### src/rtl/div_issue_ctrl_pkg.sv
// Shared types for the EX-stage divider issue controller: ALU op encoding and controller states.
package div_issue_ctrl_pkg;

  typedef enum logic [3:0] {
    AluAdd,
    AluSub,
    AluAnd,
    AluOr,
    AluXor,
    AluSll,
    AluSrl,
    AluSra,
    AluSlt,
    AluSltu,
    AluMul,
    AluDiv,
    AluDivu,
    AluRem,
    AluRemu
  } alu_t;

  typedef enum logic [2:0] {
    StIdle,
    StLaunch,
    StWaitBusy,
    StWaitDone,
    StResp
  } div_ctrl_state_t;

  function automatic logic alu_is_signed_div(input alu_t op);
    return (op == AluDiv) || (op == AluRem);
  endfunction

  function automatic logic alu_is_rem(input alu_t op);
    return (op == AluRem) || (op == AluRemu);
  endfunction

endpackage

### src/rtl/div_issue_ctrl_special.sv
// Detects divide-by-zero and signed overflow and produces the RISC-V defined result directly.
module div_special_case
  import div_issue_ctrl_pkg::*;
#(
  parameter int unsigned WIDTH = 32
) (
  input  alu_t             op_i,
  input  logic [WIDTH-1:0] a_i,
  input  logic [WIDTH-1:0] b_i,
  output logic             is_special_o,
  output logic [WIDTH-1:0] fix_data_o
);

  logic [WIDTH-1:0] int_min;
  logic             is_rem;

  assign int_min = {1'b1, {(WIDTH - 1){1'b0}}};
  assign is_rem  = alu_is_rem(op_i);

  always_comb begin
    is_special_o = 1'b0;
    fix_data_o   = '0;
    if (b_i == '0) begin
      is_special_o = 1'b1;
      fix_data_o   = is_rem ? a_i : '1;
    end else if (alu_is_signed_div(op_i) && (a_i == int_min) && (b_i == '1)) begin
      // INT_MIN / -1 overflows: quotient wraps to INT_MIN, remainder is zero
      is_special_o = 1'b1;
      fix_data_o   = is_rem ? '0 : a_i;
    end
  end

endmodule

### src/rtl/div_issue_ctrl.sv
// Issue/sequencing controller wrapping the iterative divider: accept, launch, wait, respond.
module div_issue_ctrl
  import div_issue_ctrl_pkg::*;
#(
  parameter int unsigned WIDTH   = 32,
  parameter int unsigned TIMEOUT = 64
) (
  input  logic             clk,
  input  logic             rst_n,
  input  logic             flush,
  input  logic             req_valid,
  output logic             req_ready,
  input  alu_t             req_op,
  input  logic [WIDTH-1:0] req_a,
  input  logic [WIDTH-1:0] req_b,
  input  logic [4:0]       req_rd,
  output logic             rsp_valid,
  input  logic             rsp_ready,
  output logic [WIDTH-1:0] rsp_data,
  output logic [4:0]       rsp_rd,
  output logic             busy,
  output logic [4:0]       busy_rd,
  output logic             timeout_err,
  output logic             div_start,
  output alu_t             div_alu_ctrl,
  output logic [WIDTH-1:0] div_a,
  output logic [WIDTH-1:0] div_b,
  output logic             div_en,
  output logic             div_clear,
  input  logic             div_stall,
  input  logic [WIDTH-1:0] div_result
);

  localparam int unsigned     CntW   = $clog2(TIMEOUT + 1);
  localparam logic [CntW-1:0] CntMax = CntW'(TIMEOUT);

  div_ctrl_state_t  state_q;
  logic [CntW-1:0]  wd_cnt_q;
  logic [4:0]       rd_q;
  logic             is_special;
  logic [WIDTH-1:0] fix_data;
  logic             div_active;

  div_special_case #(
    .WIDTH(WIDTH)
  ) u_special (
    .op_i        (req_op),
    .a_i         (req_a),
    .b_i         (req_b),
    .is_special_o(is_special),
    .fix_data_o  (fix_data)
  );

  assign req_ready  = (state_q == StIdle) && !flush;
  assign busy       = (state_q != StIdle);
  assign busy_rd    = busy ? rd_q : 5'd0;
  assign rsp_rd     = rd_q;
  assign div_en     = 1'b1;
  assign div_active = (state_q == StLaunch) || (state_q == StWaitBusy) ||
                      (state_q == StWaitDone);

  always_ff @(posedge clk or negedge rst_n) begin
    if (!rst_n) begin
      state_q      <= StIdle;
      wd_cnt_q     <= '0;
      rd_q         <= 5'd0;
      rsp_valid    <= 1'b0;
      rsp_data     <= '0;
      timeout_err  <= 1'b0;
      div_start    <= 1'b0;
      div_clear    <= 1'b0;
      div_alu_ctrl <= AluDiv;
      div_a        <= '0;
      div_b        <= '0;
    end else begin
      div_start <= 1'b0;
      div_clear <= 1'b0;
      if (flush) begin
        // Only a divider that may be iterating needs to be cleared
        div_clear <= div_active;
        rsp_valid <= 1'b0;
        state_q   <= StIdle;
      end else begin
        unique case (state_q)
          StIdle: begin
            if (req_valid) begin
              div_alu_ctrl <= req_op;
              div_a        <= req_a;
              div_b        <= req_b;
              rd_q         <= req_rd;
              if (is_special) begin
                rsp_data  <= fix_data;
                rsp_valid <= 1'b1;
                state_q   <= StResp;
              end else begin
                div_start <= 1'b1;
                state_q   <= StLaunch;
              end
            end
          end
          StLaunch: begin
            wd_cnt_q <= '0;
            state_q  <= StWaitBusy;
          end
          StWaitBusy: begin
            if (wd_cnt_q == CntMax) begin
              div_clear   <= 1'b1;
              timeout_err <= 1'b1;
              state_q     <= StIdle;
            end else begin
              wd_cnt_q <= wd_cnt_q + 1'b1;
              if (div_stall) state_q <= StWaitDone;
            end
          end
          StWaitDone: begin
            if (wd_cnt_q == CntMax) begin
              div_clear   <= 1'b1;
              timeout_err <= 1'b1;
              state_q     <= StIdle;
            end else begin
              wd_cnt_q <= wd_cnt_q + 1'b1;
              if (!div_stall) begin
                rsp_data  <= div_result;
                rsp_valid <= 1'b1;
                state_q   <= StResp;
              end
            end
          end
          StResp: begin
            if (rsp_ready) begin
              rsp_valid <= 1'b0;
              state_q   <= StIdle;
            end
          end
          default: state_q <= StIdle;
        endcase
      end
    end
  end

endmodule

### config.mk
export PLATFORM = sky130hd
export DESIGN_NAME = div_issue_ctrl
export DESIGN_NICKNAME = d
export VERILOG_FILES = /design/src/rtl/div_issue_ctrl_pkg.sv /design/src/rtl/div_issue_ctrl_special.sv /design/src/rtl/div_issue_ctrl.sv
export SDC_FILE = /design/constraint.sdc
export NUM_CORES = 1
export LEC_CHECK = 0
export ABC_AREA = 1
export BUFFER_PORTS_ARGS = -buffer_cell sky130_fd_sc_hd__buf_4
export CORE_UTILIZATION = 40
export CTS_CLUSTER_SIZE = 20
export DETAILED_ROUTE_END_ITERATION = 7
export GPL_TIMING_DRIVEN = 0
export PLACE_DENSITY = 0.71
export SYNTH_ARGS = -nofsm -noshare
export SYNTH_HDL_FRONTEND = slang
export SYNTH_SLANG_ARGS = --single-unit
### constraint.sdc
create_clock -name clk -period 1.6 [get_ports clk]
set_input_delay 0.08 -clock clk [delete_from_list [all_inputs] [get_ports clk]]
set_output_delay 0.08 -clock clk [all_outputs]
set_load 0.05 [all_outputs]
Word-level counts from Yosys, hierarchy flattened. Index checks and enable logic that the tools add are counted. Widths: inputs -> output; s select.

Memory bits (writable): 0. Input port bits: 111. Memory bits (read-only): 0. Memories: 0. Logic and storage cells: 93. Output and inout port bits: 117. Register bits after elaboration: 119. Latch bits: 0.

Div/mod/pow operators: 0. Multiply operators: 0. $lt $le $gt $ge: 0. Muxes and demuxes: 37. Bitwise operators: 1. Eq/ne operators: 22. Shift operators: 0. $add $sub $neg: 1. Reductions and logical operators: 21.

Operator list (count): $mux 32 (8); $eq 32x32->1 const B (2); $pmux 32 s2 (1); $logic_not 32->1 (1); $mux 3 (8); $mux 1 (15); $ne 3x3->1 const B (5); $pmux 3 s5 (1); $pmux 7 s2 (1); $eq 4x4->1 const B (3); $reduce_and 6->1 (2); $ne 2x2->1 const B (5); $reduce_and 3->1 (3); $ne 4x3->1 const B (2); $add 7x1->7 const B (1); $eq 7x7->1 const B (1); $mux 7 (1); $eq 3x2->1 const B (2); $mux 5 (1); $logic_or 1x1->1 (4); $reduce_and 4->1 (1); $reduce_bool 2->1 (2); $reduce_bool 4->1 (1); $eq 3x1->1 const B (1); 8 further kinds (10).

Logic depth before layout (Yosys ltp).
Depth after elaboration: 10. Gate-level depth with buffers: 13. Gate-level depth less buffers: 12.

Hierarchy. A second synthesis with hierarchy kept.

Cells, all modules: 819. Area total of the unflattened synthesis: 6135.9 sq um.

Modules (own cells, without submodules): div_issue_ctrl (cells each 687, area each 5440.2 sq um, seq. area each 2981.6 sq um, times used 1); div_special_case (cells each 132, area each 695.7 sq um, seq. area each 0.0 sq um, times used 1).

Worst setup path before layout. OpenSTA, ideal clock, no wires.

Path type: register to register. From: register state_q[0]. To: register div_a[10]. Period minus slack after synthesis: 2275 ps. Path slack: -675 ps. Cell stages (with the launch flop): 8. Arrival: 2150 ps. Required time: 1475 ps. Path buffers: 2. Library setup time: 125 ps. Cell sequence: dfrtp_1 > nor2_2 > inv_1 > nor2_1 > nand2_1 > buf_2 > buf_2 > mux2_2.

Longest elaborated chain between the ends: 2.

Ends and longest elaborated chain: from (decl) (line div_issue_ctrl.sv:37) `div_ctrl_state_t state_q;`; from (signal assigned) (line div_issue_ctrl.sv:64) `state_q <= StIdle;`; from (signal assigned) (line div_issue_ctrl.sv:82) `state_q <= StIdle;`; from (signal assigned) (line div_issue_ctrl.sv:94) `state_q <= StResp;`; $logic_not 3->1 (line div_issue_ctrl.sv:84) `unique case (state_q)`; $reduce_and 3->1 (no line); to (signal assigned) (line div_issue_ctrl.sv:88) `div_a <= req_a;`; to (decl) (line div_issue_ctrl.sv:26) `output logic [WIDTH-1:0] div_a,`.

No other way between the ends. A chain may end at the register's enable or synchronous reset.

Worst setup path in the final report.
From: register state_q[0]. To: register rsp_data[0].

Longest elaborated chain between the ends: 3. Elaborated cells between the ends (all ways): 9. Classes of those cells: 5 x eq/ne; 1 x mux; 3 x reduce/logical.

Ends and longest elaborated chain: $eq 3x2->1 / $logic_not 3->1 (equally long branches) (line div_issue_ctrl.sv:84); $ne 2x2->1 (no line) / $reduce_bool 2->1 (equally long branches); $reduce_and 6->1 (no line); to (signal assigned) (line div_issue_ctrl.sv:92) `rsp_data <= fix_data;`; to (signal assigned) (line div_issue_ctrl.sv:123) `rsp_data <= div_result;`; to (decl) (line div_issue_ctrl.sv:19) `output logic [WIDTH-1:0] rsp_data,`.

Several ways; a longest one is shown, not always the timed one.

==> results.py <==
metrics = {
    "status": {
        "status": "finished, violations left",
        "failed_checks": "negative setup slack",
    },
    "sta": {
        "rsz0062_at_grt": "yes",
        "tns_ns": -13.76,
        "fin_ws_ns": -0.194,
        "maxSlewHeadroom_pct": 63.8,
        "fin_worst_skew_ns": 0.00799,
        "fin_crit_sh_pct": 112,
        "fmax_mhz": 557,
        "worstMarginPinSlew_ns": 0.543,
        "period_minus_slack_ns": 1.79,
        "finalSetupViolations": 116,
        "hold_viol": 0,
        "slew_violations": 0,
    },
    "die": {
        "core_area_um2": 13900,
        "initial_core_util_pct": 40.9,
        "num_io_pins": 228,
        "die_x_um": 121,
        "die_area_um2": 14700,
        "die_h_um": 121,
        "row_count": 43,
    },
    "yosys": {
        "synth.avg_cell_area_um2": 8.35,
        "synth_top_area_share_pct": 51.2,
        "ys_types": 28,
        "synth_top_area_cell": "dfrtp_1",
        "synth.top_cells.by_area": "dfrtp_1, nand2_1, o21ai_0",
        "netlist_area_um2": 5670,
        "synth_nets": 792,
        "synth-seq-cells": 119,
        "yosys_warnings": 0,
        "synthCells": 679,
        "synth-seq-area-share_pct": 52.6,
    },
    "route": {
        "drcViolationCount": 0,
        "drt_pass1_iterations": 5,
        "wl_um": 21200,
        "vias": 6365,
        "drt_iter0_drc": 343,
        "wl_per_cell_um": 16.7,
        "post_drt_via_cell_ratio": 5.02,
        "ant_nets": 0,
    },
    "cells_and_area": {
        "nets": 1189,
        "area_growth_pct": 87.7,
        "postLayoutCellArea_um2": 10600,
        "post-route-util_pct": 76.7,
        "most-common-layout-cells": "buf_4, nand2_1, dfrtp_1",
        "diodes": 0,
        "final_layout_size_suffix_gt1_share_pct": 46.8,
        "layout_commonest_cell": "buf_4",
    },
    "clock_network": {
        "htree_num_levels": 4,
        "numCtsBuffers": 17,
        "cts_tree": "done",
        "cts_buffer_depth": 2,
        "clk_pin_slew_ns": 0.06,
        "root_buffer": "clkbuf_16",
        "clock_latency_ns": 0.41,
        "cts_sinks": 119,
    },
    "critical_path": {
        "critPathMaxFanout": 5,
        "crit_type": "flop to flop",
        "cp_data_required_time_ns": 1.90,
        "critPathLaunchType": "flop",
        "cp.arrival_ns": 2.09,
        "endpoint_kind": "flop",
    },
    "placement": {
        "io_buffers": 226,
        "hpwl_um": 12600,
        "dp_slack_ns": -0.380,
        "placed_area_um2": 7670,
        "gp_congestion": 0.840,
    },
    "global_route": {
        "grt_max_degree": 65,
        "grt-ovfl-total": 0,
        "grt_pass1_wl_um": 31200,
        "grt_usage_pct": 28.1,
        "first_global_vias": 6159,
        "antenna_found_initial": 0,
    },
    "worst_hold_path": {
        "hp-class": "input port to flop",
    },
    "power_and_ir_drop": {
        "design_power_total_mw": 20.2,
        "power_density_nw_per_um2": 1900,
        "ir_worst_vdd_v": 0.00154,
        "leakage_nw": 5.34,
    },
    "run": {
        "maxCapViolCount": 0,
    },
}
cells in the mapped netlist:
cell type,instances
nand2_1,207
a21oi_1,12
mux2_2,36
nor2_1,56
a22oi_1,1
dfstp_2,3
nand3_1,13
buf_6,3
clkbuf_1,19
nand4_1,16
a211oi_2,1
a21boi_0,1
nand3_2,1
conb_1,1
dfrtp_1,116
o21ai_0,102
nor3b_1,1
a31oi_1,1
nor2_4,1
o31ai_1,2
nor3_2,1
nor3_1,6
inv_1,64
ha_1,2
buf_4,2
inv_2,1
buf_2,8
nor2_2,2
cell families after synthesis:
group	Yosys count	synth area share (%)
adder cells (fa/ha/maj)	2	0.441
AO/OA/AOI/OAI	120	10.9
buffers and inverters	97	7.12
flip-flops	119	52.6
other	1	0.0661
multiplexers	36	7.15
AND/OR/NAND/NOR	304	21.7
worst max-delay path, stage by stage (launching register included):
cell and delay [ns]:
dfrtp_1 0.40, buf_6 0.13, nor2_4 0.14, inv_2 0.09, nor2_4 0.15, nand3_2 0.09, nand2_2 0.11, a211oi_4 0.04
nand2_2 0.10, nor2_4 0.04, buf_6 0.13, buf_8 0.14, nand2_4 0.06, nand2_2 0.05
per-stage QoR:
step / hold slack, ns / std cells
final: 0.0197 / 1269
after global routing: 0.0347 / 1269
after CTS: 0.000806 / 1260
after detailed placement: 0.0863 / 1086
after global placement: 0.326 / 1085
after floorplan: -0.216 / 679
worst paths after layout:
path,startpoint,to,slack (ns),depth (start not counted)
max,state_q[0],rsp_data[0],-0.19,13
min,rsp_ready,state_q[2],0.02,4
max reg2reg,state_q[0],rsp_data[0],-0.19,13
min reg2reg,div_alu_ctrl[0],div_alu_ctrl[0],0.47,2
max in group asynchronous,rst_n,rsp_data[17],0.69,3
min in group asynchronous,rst_n,div_b[15],0.21,2
where the power goes:
group | total (mW) | internal, mW | switching [mW]
registers | 4.87 | 4.11 | 0.757
clock network | 3.70 | 2.35 | 1.35
logic | 11.7 | 4.43 | 7.24
total | 20.2 | 10.9 | 9.34
metal layers:
layer  GRT usage, %  wire length (um)  share of wire [%]
met1           34.5              8750                 41
met2           45.3             10500                 49
met3           7.42              1060                5.0
met4           14.3               890                4.2
met5              0                 0                  0
flip-flops by register name, summed over array words and instances, names as in the netlist:
signal        cells
rsp_rd            5
wd_cnt_q          7
rsp_valid         1
div_alu_ctrl      4
div_start         1
div_a            32
rsp_data         32
timeout_err       1
state_q           3
div_b            32
div_clear         1
what timing repair did:
action,CTS,global route
pin swaps,17,16
resized for setup,174,132
setup endpoints to repair,111,123
hold buffers,106,0
gates cloned,11,5
setup buffers,25,10
hold endpoints to repair,159,0
area by class of cell:
class	count	area, um^2
timing repair buffer	379	3380
fill	922	3230
sequential	119	2980
multi-input combinational	463	2870
clock buffer	22	464
buffer	31	375
inverter	65	246
tap	180	225
clock inverter	10	103
Note: power is estimated with default switching activity, not from simulation.
